[src/rtl/pirdsp_simd_lane_acc_pkg.sv]
// Shared definitions for the SIMD lane accumulator: default geometry, the
// packed P word width, the packet FSM states and a lane extract helper.
package pirdsp_simd_pkg;

  localparam int DEF_LANES  = 4;
  localparam int DEF_LANE_W = 12;
  localparam int DEF_ACC_W  = 24;
  localparam int P_W        = 48;

  typedef enum logic [1:0] {ST_IDLE, ST_ACC, ST_HOLD} state_t;

  typedef logic [P_W-1:0]        p_word_t;
  typedef logic [DEF_LANE_W-1:0] lane_t;

  // Lane idx of a P word for the default lane width.
  function automatic lane_t lane_extract(input p_word_t p, input int unsigned idx);
    return lane_t'(p >> (idx * DEF_LANE_W));
  endfunction

endpackage

[src/rtl/pirdsp_simd_lane_acc_if.sv]
// Beat stream in (s_*) and result vector out (m_*) for the lane accumulator.
// master: the side that produces P beats and consumes results.
// slave:  the accumulator itself.
interface pirdsp_simd_lane_acc_if
  import pirdsp_simd_pkg::*;
#(
  parameter int LANES = DEF_LANES,
  parameter int ACC_W = DEF_ACC_W
);
  logic                     s_valid;
  logic                     s_ready;
  logic [P_W-1:0]           s_p;
  logic                     s_last;
  logic                     m_valid;
  logic                     m_ready;
  logic [LANES*ACC_W-1:0]   m_data;
  logic [LANES-1:0]         m_sat;

  modport master (
    output s_valid, s_p, s_last, m_ready,
    input  s_ready, m_valid, m_data, m_sat
  );

  modport slave (
    input  s_valid, s_p, s_last, m_ready,
    output s_ready, m_valid, m_data, m_sat
  );
endinterface

[src/rtl/pirdsp_simd_lane_acc_lane_add.sv]
// One lane: extend the lane product and the running sum to ACC_W+1 bits,
// add, then either clamp (PIRDSP_ACC_SAT_EN defined) or wrap modulo 2^ACC_W.
// Purely combinational. Without PIRDSP_ACC_SAT_EN the ovf output is constant 0.
module pirdsp_lane_add
  import pirdsp_simd_pkg::*;
#(
  parameter int LANE_W = DEF_LANE_W,
  parameter int ACC_W  = DEF_ACC_W
) (
  input  logic [ACC_W-1:0]  acc,
  input  logic [LANE_W-1:0] lane,
  input  logic              mode,
  output logic [ACC_W-1:0]  sum,
  output logic              ovf
);

  logic signed [ACC_W:0] acc_x;
  logic signed [ACC_W:0] lane_x;
  logic signed [ACC_W:0] sum_x;

  assign acc_x  = mode ? {acc[ACC_W-1], acc} : {1'b0, acc};
  assign lane_x = mode ? {{(ACC_W+1-LANE_W){lane[LANE_W-1]}}, lane}
                       : {{(ACC_W+1-LANE_W){1'b0}}, lane};
  assign sum_x  = acc_x + lane_x;

`ifdef PIRDSP_ACC_SAT_EN
  // Returns {clamped, value}. Signed overflow shows as the two top bits
  // disagreeing; unsigned operands are non-negative so only the carry matters.
  function automatic logic [ACC_W:0] sat_fn(input logic signed [ACC_W:0] s, input logic m);
    if (m) begin
      if (s[ACC_W] != s[ACC_W-1])
        return {1'b1, s[ACC_W], {(ACC_W-1){~s[ACC_W]}}};
    end else if (s[ACC_W]) begin
      return {1'b1, {ACC_W{1'b1}}};
    end
    return {1'b0, s[ACC_W-1:0]};
  endfunction

  assign {ovf, sum} = sat_fn(sum_x, mode);
`else
  function automatic logic [ACC_W-1:0] wrap_fn(input logic signed [ACC_W:0] s);
    return s[ACC_W-1:0];
  endfunction

  assign sum = wrap_fn(sum_x);
  assign ovf = 1'b0;
`endif

endmodule

[src/rtl/pirdsp_simd_lane_acc.sv]
// Per-lane packet accumulator behind the pirdsp2 SIMD multiplier.
// Splits each 48-bit P beat into LANES products, accumulates them per lane
// until s_last, then presents the widened vector until the consumer takes it.
// Optional macro PIRDSP_ACC_SAT_EN: saturating lanes with sticky m_sat flags;
// otherwise lanes wrap and m_sat stays 0.
module pirdsp_simd_lane_acc
  import pirdsp_simd_pkg::*;
#(
  parameter int LANES  = DEF_LANES,
  parameter int LANE_W = DEF_LANE_W,
  parameter int ACC_W  = DEF_ACC_W
) (
  input  logic                   CLK,
  input  logic                   RST_N,
  input  logic                   cfg_signed,
  output logic                   busy,
  pirdsp_simd_lane_acc_if.slave  bus
);

  if (LANES * LANE_W != P_W) begin : g_bad_geometry
    $error("pirdsp_simd_lane_acc: LANES*LANE_W must equal 48");
  end
  if (ACC_W < LANE_W + 1) begin : g_bad_acc_w
    $error("pirdsp_simd_lane_acc: ACC_W must be at least LANE_W+1");
  end

  state_t                 state_q, state_d;
  logic                   mode_q;
  logic [ACC_W-1:0]       acc_q  [LANES];
  logic [ACC_W-1:0]       acc_in [LANES];
  logic [ACC_W-1:0]       sum_w  [LANES];
  logic [LANES-1:0]       sat_q;
  logic [LANES-1:0]       ovf_w;
  logic [LANES-1:0]       sat_nxt;
  logic [LANES*ACC_W-1:0] sum_pk;
  logic [LANES*ACC_W-1:0] m_data_q;
  logic [LANES-1:0]       m_sat_q;
  logic                   s_ready_c, m_valid_c, busy_c;
  logic                   first, accept, mode_eff;

  // A beat taken in IDLE opens a packet: it uses the live cfg_signed and
  // discards whatever the accumulators held before.
  assign first    = (state_q == ST_IDLE);
  assign accept   = bus.s_valid & s_ready_c;
  assign mode_eff = first ? cfg_signed : mode_q;

  for (genvar i = 0; i < LANES; i++) begin : g_lane
    assign acc_in[i]  = first ? '0 : acc_q[i];
    assign sat_nxt[i] = (first ? 1'b0 : sat_q[i]) | ovf_w[i];
    assign sum_pk[i*ACC_W +: ACC_W] = sum_w[i];

    pirdsp_lane_add #(
      .LANE_W (LANE_W),
      .ACC_W  (ACC_W)
    ) u_add (
      .acc  (acc_in[i]),
      .lane (bus.s_p[i*LANE_W +: LANE_W]),
      .mode (mode_eff),
      .sum  (sum_w[i]),
      .ovf  (ovf_w[i])
    );
  end

  // Packet state register.
  always_ff @(posedge CLK or negedge RST_N) begin
    if (!RST_N) state_q <= ST_IDLE;
    else        state_q <= state_d;
  end

  // Packet state transitions.
  always_comb begin
    state_d = state_q;
    case (state_q)
      ST_IDLE, ST_ACC: if (accept) state_d = bus.s_last ? ST_HOLD : ST_ACC;
      ST_HOLD:         if (bus.m_ready) state_d = ST_IDLE;
      default:         state_d = ST_IDLE;
    endcase
  end

  // Handshake outputs decoded from the state.
  always_comb begin
    s_ready_c = (state_q != ST_HOLD);
    m_valid_c = (state_q == ST_HOLD);
    busy_c    = (state_q != ST_IDLE);
  end

  // Accumulate stage: running sums, sticky clamp flags and the packet mode.
  always_ff @(posedge CLK or negedge RST_N) begin
    if (!RST_N) begin
      for (int i = 0; i < LANES; i++) acc_q[i] <= '0;
      sat_q  <= '0;
      mode_q <= 1'b0;
    end else if (accept) begin
      for (int i = 0; i < LANES; i++) acc_q[i] <= sum_w[i];
      sat_q <= sat_nxt;
      if (first) mode_q <= cfg_signed;
    end
  end

  // Result stage: captured only when the last beat lands, held until the next one.
  always_ff @(posedge CLK or negedge RST_N) begin
    if (!RST_N) begin
      m_data_q <= '0;
      m_sat_q  <= '0;
    end else if (accept && bus.s_last) begin
      m_data_q <= sum_pk;
      m_sat_q  <= sat_nxt;
    end
  end

  assign bus.s_ready = s_ready_c;
  assign bus.m_valid = m_valid_c;
  assign bus.m_data  = m_data_q;
  assign bus.m_sat   = m_sat_q;
  assign busy        = busy_c;

endmodule

[src/flat_wrapper.sv]
// flat-port wrapper written by rule: the top's interface ports become plain ports
module pirdsp_simd_lane_acc_flat import pirdsp_simd_pkg::*;
#(
  parameter int LANES  = DEF_LANES,
  parameter int LANE_W = DEF_LANE_W,
  parameter int ACC_W  = DEF_ACC_W
)
  (CLK, RST_N, cfg_signed, busy, bus_s_valid, bus_s_p, bus_s_last, bus_m_ready, bus_s_ready, bus_m_valid, bus_m_data, bus_m_sat);
  pirdsp_simd_lane_acc_if #(.LANES(LANES), .ACC_W(ACC_W)) bus_i ();
  input  logic CLK;
  input  logic RST_N;
  input  logic cfg_signed;
  output logic busy;
  input wire logic [$bits(bus_i.s_valid)-1:0] bus_s_valid;
  input wire logic [$bits(bus_i.s_p)-1:0] bus_s_p;
  input wire logic [$bits(bus_i.s_last)-1:0] bus_s_last;
  input wire logic [$bits(bus_i.m_ready)-1:0] bus_m_ready;
  output wire logic [$bits(bus_i.s_ready)-1:0] bus_s_ready;
  output wire logic [$bits(bus_i.m_valid)-1:0] bus_m_valid;
  output wire logic [$bits(bus_i.m_data)-1:0] bus_m_data;
  output wire logic [$bits(bus_i.m_sat)-1:0] bus_m_sat;
  assign bus_i.s_valid = bus_s_valid;
  assign bus_i.s_p = bus_s_p;
  assign bus_i.s_last = bus_s_last;
  assign bus_i.m_ready = bus_m_ready;
  assign bus_s_ready = bus_i.s_ready;
  assign bus_m_valid = bus_i.m_valid;
  assign bus_m_data = bus_i.m_data;
  assign bus_m_sat = bus_i.m_sat;
  pirdsp_simd_lane_acc #(.LANES(LANES), .LANE_W(LANE_W), .ACC_W(ACC_W)) u_core (.CLK(CLK), .RST_N(RST_N), .cfg_signed(cfg_signed), .busy(busy), .bus(bus_i));
endmodule
[config.mk]
export PLATFORM = sky130hd
export DESIGN_NAME = pirdsp_simd_lane_acc_flat
export DESIGN_NICKNAME = d
export VERILOG_FILES = /design/src/rtl/pirdsp_simd_lane_acc_pkg.sv /design/src/rtl/pirdsp_simd_lane_acc_if.sv /design/src/rtl/pirdsp_simd_lane_acc_lane_add.sv /design/src/rtl/pirdsp_simd_lane_acc.sv /design/src/flat_wrapper.sv
export SDC_FILE = /design/constraint.sdc
export NUM_CORES = 1
export LEC_CHECK = 0
export CAP_MARGIN = 20
export CORE_MARGIN = 10
export CORE_UTILIZATION = 57
export DETAILED_ROUTE_END_ITERATION = 12
export PLACE_DENSITY = 0.8
export SLEW_MARGIN = 10
export SYNTH_ARGS = -nofsm -noshare
export SYNTH_HDL_FRONTEND = slang
export SYNTH_HIERARCHICAL = 1
export SYNTH_SLANG_ARGS = --single-unit
[constraint.sdc]
create_clock -name CLK -period 4.4 [get_ports CLK]
set_input_delay 0.44 -clock CLK [delete_from_list [all_inputs] [get_ports CLK]]
set_output_delay 0.44 -clock CLK [all_outputs]
set_load 0.01 [all_outputs]
# Word level (Yosys, flattened, before mapping)
# Cells that the tools add are included.
[totals]
input_bits = 54
reg_bits = 203
[classes]
mux = 17
add_sub_neg = 4
bitwise = 1
eq_ne = 5
n_reduce_logical = 5
[op_table]
columns = ["cell", "n"]
rows = [
  ["24-bit 2-to-1 mux", 8],
  ["24-bit adder", 4],
  ["2-bit 2-to-1 mux", 3],
  ["1-bit 2-to-1 mux", 5],
  ["2-bit != test, second input constant", 2],
  ["2-bit one-hot mux with 2 select lines", 1],
  ["2-bit by 1-bit == test with 1-bit output, second input constant", 1],
  ["2-bit == test, second input constant", 1],
  ["2-bit logical NOT", 1],
  ["2-bit by 1-bit != test with 1-bit output, second input constant", 1],
  ["2-bit AND reduction", 1],
  ["2-bit nonzero test", 1],
  ["2-bit OR reduction", 1],
  ["1-bit AND", 1],
  ["1-bit logical AND", 1],
]

# Logic depth before layout (Yosys ltp)
[logic_depth]
word_depth = 4
depth_mapped = 15

# Modules after synthesis
# Netlist, hierarchy kept.
[by_module_without_submodules]
columns = ["mod", "seq_area_each_um2", "instances", "area_per_inst_um2", "cells_each"]
rows = [
  ["pirdsp_simd_lane_acc", 5079.9, 1, 8266.7, 560],
  ["pirdsp_lane_add at u_core.g_lane[0].u_add ...", 0.0, 2, 1263.7, 184],
  ["pirdsp_lane_add at u_core.g_lane[2].u_add", 0.0, 1, 1131.1, 160],
  ["pirdsp_lane_add at u_core.g_lane[3].u_add", 0.0, 1, 1118.6, 158],
]

# Least setup slack after synthesis
# OpenSTA, ideal clock, no wires.
[synth_path]
path_type = "register to register"
from = "reg u_core.state_q[0]"
to = "reg u_core.m_data_q[90] (netlist: u_core/bus.m_data[90])"
stages_incl_launch_ff = 15
synth_period_minus_slack_ps = 3774
setup_time_ps = 128
required_time_ps = 4272
arrival_time_ps = 3647
path_slack_ps = 626
path_buffers = 2
cell_sequence = "dfrtp_1 -> nor2_1 -> inv_1 -> clkbuf_1 -> clkbuf_1 -> and2_1 -> ha_1 -> fa_1 -> a21o_1 -> a221o_1 -> a32o_2 -> a21oi_1 -> o32ai_1 -> xor2_1 -> mux2_1"
[synth_rtl]
columns = ["item", "line", "rtl"]
rows = [
  ["start: declaration", "pirdsp_simd_lane_acc.sv:27", "state_t state_q, state_d;"],
  ["start signal: assignment", "pirdsp_simd_lane_acc.sv:67", "else state_q <= state_d;"],
  ["end signal: assignment", "pirdsp_simd_lane_acc.sv:106", "m_data_q <= sum_pk;"],
  ["end: declaration", "pirdsp_simd_lane_acc.sv:36", "logic [LANES*ACC_W-1:0] m_data_q;"],
]

==> results <==
- Counting tap cells, the placed design contains a total of around 1600 instances.
- After synthesis the netlist holds a flip-flop and latch count of ~200.
- The largest total area in the synthesized netlist belongs to sky130_fd_sc_hd__dfrtp_1.
- The cell chosen for the clock root is sky130_fd_sc_hd__clkbuf_16.
- Summed over all nets, the switching power comes to 3.729 mW.
- The post-synthesis share of cell area spent on full adders, half adders and majority gates is under 10%.
- Across the VDD grid, the largest voltage drop is ~0.00039 V.
- The number of hold violations in the final report came to 0.
- In this design, the stage delay of the slowest critical-path cell is ~0.44 ns.
- The detailed-router iteration count before antenna repair is 5.
- TritonCTS built the clock tree.
- The worst slew margin relative to its limit is 35.40%.
- The critical path is of the reg2reg type.
- The maximum number of pins on one net before global-route repair is 122.
- Among all stages on the critical path, the largest delay is contributed by sky130_fd_sc_hd__dfrtp_1.
- The share of synthesized area in the top cell type comes to between 30% and 40%.
- Synthesis produced 1246 cells.
- In this run switching power makes up a little over a third of total power.
- The share of the clock period used by the worst path after layout is ~87%.
- Hold repair after CTS inserted 0 buffers.
- Once the floorplan was initialized, standard cells occupied roughly 58% of the core.
- The area enclosed by the die boundary is around 0.029 sq mm.
- The largest family of logic cells by synthesized area is multiplexers.
- The routed design has roughly 31 mm of wire.
- The synthesized net count is 1352.
- Across the run, the number of max-cap violations was 0.
- The via count of the first global-routing pass is just under 10000.
- Counting along the longest clock path gives a buffer depth of 3.
- The sequential area share after synthesis is about 39%.
- The die is 171.3 um wide.
- The number of warnings issued by yosys is 6.
- The analysis attributes to cell leakage a power of 6.800 nW.
- The slew at the pin closest to its max-slew limit is 0.9690 ns.
- The cell area after layout is 0.01548 sq mm.
- The starting DRC count in detailed routing is roughly 700.
- Summing every instance area after synthesis gives about 0.013 sq mm.
- Of all flip-flops after synthesis, the portion carrying an async set or reset was between 90% and 100%.
- Sorting the synthesized cells by area gives the leading types as sky130_fd_sc_hd__dfrtp_1 (39%), sky130_fd_sc_hd__mux2_2 (16%), sky130_fd_sc_hd__and2_1 (5.6%).
- The total via count after detailed routing is slightly below 10000.
- The later pin in the worst-skew pair is clocked with a latency of around 0.52 ns.
- The fraction of layout cells with a size suffix above 1 is 18.80%.
- The setup violation total in the final timing report is 0.
- In this run the worst path has a maximum fanout of 31.
- Dividing the detail-routed wire length by the instance count gives 18.78 um.
- The core region is approximately 0.023 sq mm.
- After synthesis, the share of cell area in mux cells is 17.67%.
- STA classifies the critical path endpoint as a flip-flop.
- The path class of the tightest hold or removal check is in2async.
- For this run the aggregate overflow at the end of global routing stands at 0.
- The via-per-instance ratio is just under 6.
- The synthesized design contains 0 enable-type register cells.
- The number of antenna violations at the first check in global routing is 3.
- The worst endpoint data arrival time is around 4.2 ns.
- Setup repair after global routing left no endpoint under its margin.
- The number of sinks driven by the clock tree is about 200.
- During I/O placement, the number of pins put on the boundary was roughly 160.
- At the end of the flow, the number of nets in the layout was 1469.
- The total CTS buffers is 24.
- Buffers placed on the I/O ports in this run total ~160.
- STA puts the critical path data required time at ~4.8 ns.
- In this run the number of H-tree levels came out at 1.
- The number of gates given a new drive strength after cts is 0.
- Internal power comes to between 6 and 7 mW.
- The DRC violations left is 0.
- The flow ran to the end, and the final reports show no timing, DRC or antenna violations.
- The count of standard-cell rows is 55.
- Timing would allow up to between 0.2 and 0.3 GHz.
- The count of pins over their slew limit is 0.
- For this run, the total global-route usage over all layers was measured as between 20% and 30%.
- The combinational share of power is 50.2%.
- The final period demand of the worst path is roughly 3.8 ns.
- Excluding fillers, the count of instances in the completed layout stands at roughly 1700.
- After synthesis, the mean cell area works out to 10.47 sq um.
- Once the clock tree was built, the setup fixing pass inserted 0 buffers.
- Summing the areas of all compound-gate instances in the mapped netlist gives between 10 and 15% of the synthesized area.
- The simple-gate portion of the synthesized area is ~16%.
- Power spread over the standard cell area amounts to around 660 mW/mm^2.
- The weighted congestion reported at the end of routability-driven placement is 0.9184.
- The worst-case clock skew is 0.01538 ns.
- The worst setup path is launched from a flip-flop.
- The floorplan step set the die height to around 170 um.
- Among all flip-flop cells after synthesis, the most frequent one is sky130_fd_sc_hd__dfrtp_1.
- The power share of the sequential group is between 30% and 40%.
- The worst hold slack is ~0.049 ns.
- The commonest cells after synthesis are sky130_fd_sc_hd__dfrtp_1 (203), sky130_fd_sc_hd__mux2_2 (182), sky130_fd_sc_hd__and2_1 (116).
- After synthesis, the netlist uses between 80 and 90 different library cells.
- From synthesis to final layout, the design area changed by 18.72%.
- The summed negative setup slack over all endpoints is 0 ns.
- The first global-routing pass estimated approximately 50 mm of wire.
- The critical path goes through nor2_1, inv_2, buf_4, and2_1, ha_1, fa_1, a21o_1, a221o_1, a32o_1, nor2_2, nor3_1, mux2i_1, xor2_1, mux2_2.
- The total half-perimeter wirelength after legalization and detailed placement is 22.96 mm.
- The xor/xnor cell area share of the yosys netlist is under 10%.
- The clock power share is between 10% and 20%.
- In this run the remaining antenna-violating nets after routing total 0.
- The most frequent cell after synthesis is sky130_fd_sc_hd__dfrtp_1.
- After detailed placement, the total cell area comes to around 0.015 sq mm.
- The clock edge transition at the registers on the reported setup and hold paths is approximately 0.06 ns.
[state kept, by name, summed over array words and instances, names as in the netlist]
register and cells:
u_core/acc_q 96, u_core/bus.m_sat 4, u_core/state_q 2, u_core/bus.m_data 96
u_core/sat_q 4, u_core/mode_q 1
[final timing paths]
path | startpoint | to | slack (ns) | depth (start not counted)
worst min register to register | u_core/acc_q[55] | u_core/acc_q[55] | 0.48 | 1
worst max register to register | u_core/state_q[0] | u_core/acc_q[44] | 0.56 | 14
worst min-delay path | RST_N | u_core/bus.m_data[56] | 0.05 | 1
worst max-delay path | u_core/state_q[0] | u_core/acc_q[44] | 0.56 | 14
max in group asynchronous | RST_N | u_core/acc_q[89] | 3.38 | 2
min in group CLK | u_core/acc_q[55] | u_core/acc_q[55] | 0.48 | 1
[power by group through the flow]
| stage | clock [mW] | combinational, mW | sequential, mW |
|---|---|---|---|
| after floorplan | 0 | 3.25 | 3.27 |
| after global placement | 0 | 5.03 | 3.12 |
| after detailed placement | 0 | 5.16 | 3.17 |
| after CTS | 2.03 | 5.19 | 3.15 |
| after global routing | 2.12 | 5.66 | 3.24 |
| final | 1.98 | 5.17 | 3.14 |
[area by class of cell]
class | count | area, sq um
multi-input combinational | 957 | 7545
sequential | 203 | 5080
fill | 1723 | 7087
antenna | 3 | 7.507
inverter | 13 | 48.80
timing repair buffer | 164 | 1650
clock buffer | 34 | 709.4
tap | 285 | 356.6
clock inverter | 7 | 87.58
[metrics by stage]
step                worst slack (ns)  util, %  total power [mW]
floorplan                     0.6257        -             6.518
CTS                           0.5699    68.57             10.37
finish                        0.5634    68.60             10.29
global route                  0.3541    68.59             11.02
global placement              0.7118    65.04             8.150
detailed placement            0.6186    65.04             8.326
[worst max-delay path, delay by kind of cell, from the launching register on]
kind / cells / cell delay, ns
and+or+nand+nor: 4 / 0.64
adders and majority gates: 2 / 0.63
buffers and inverters: 2 / 0.49
DFF: 1 / 0.44
AOI/OAI and AO/OA: 3 / 0.86
muxes: 2 / 0.51
xor gates and xnor gates: 1 / 0.13
[kinds of logic (layout without fill, tap and decap cells)]
| family | after synthesis | count (layout) |
|---|---|---|
| flip-flops | 203 | 203 |
| adder cells (fa/ha/maj) | 56 | 56 |
| AND/OR/NAND/NOR | 373 | 373 |
| XOR/XNOR | 86 | 86 |
| AO/OA/AOI/OAI | 232 | 232 |
| buffers and inverters | 86 | 218 |
| multiplexers | 206 | 206 |
| other | 4 | 7 |
[placed cells by master (no fill, tap or decap), drive strengths merged, types with 26 or more instances in the layout]
cell             n
clkdlybuf4s50  155
and2           116
xor2            36
clkbuf          35
nand2           65
ha              48
a31oi           27
o21ai           41
a21oi           54
nor2            41
dfrtp          203
nand3           30
a21o            26
xnor2           50
mux2           194
[layer usage]
metal	up-vias	GRT usage (%)	routed length, um
met5	-	0	0
met3	53	4.286	1873
li1	4773	-	-
met2	240	35.25	14960
met1	4818	27.19	13720
met4	0	6.087	732
(Power assumes the default switching activity.)
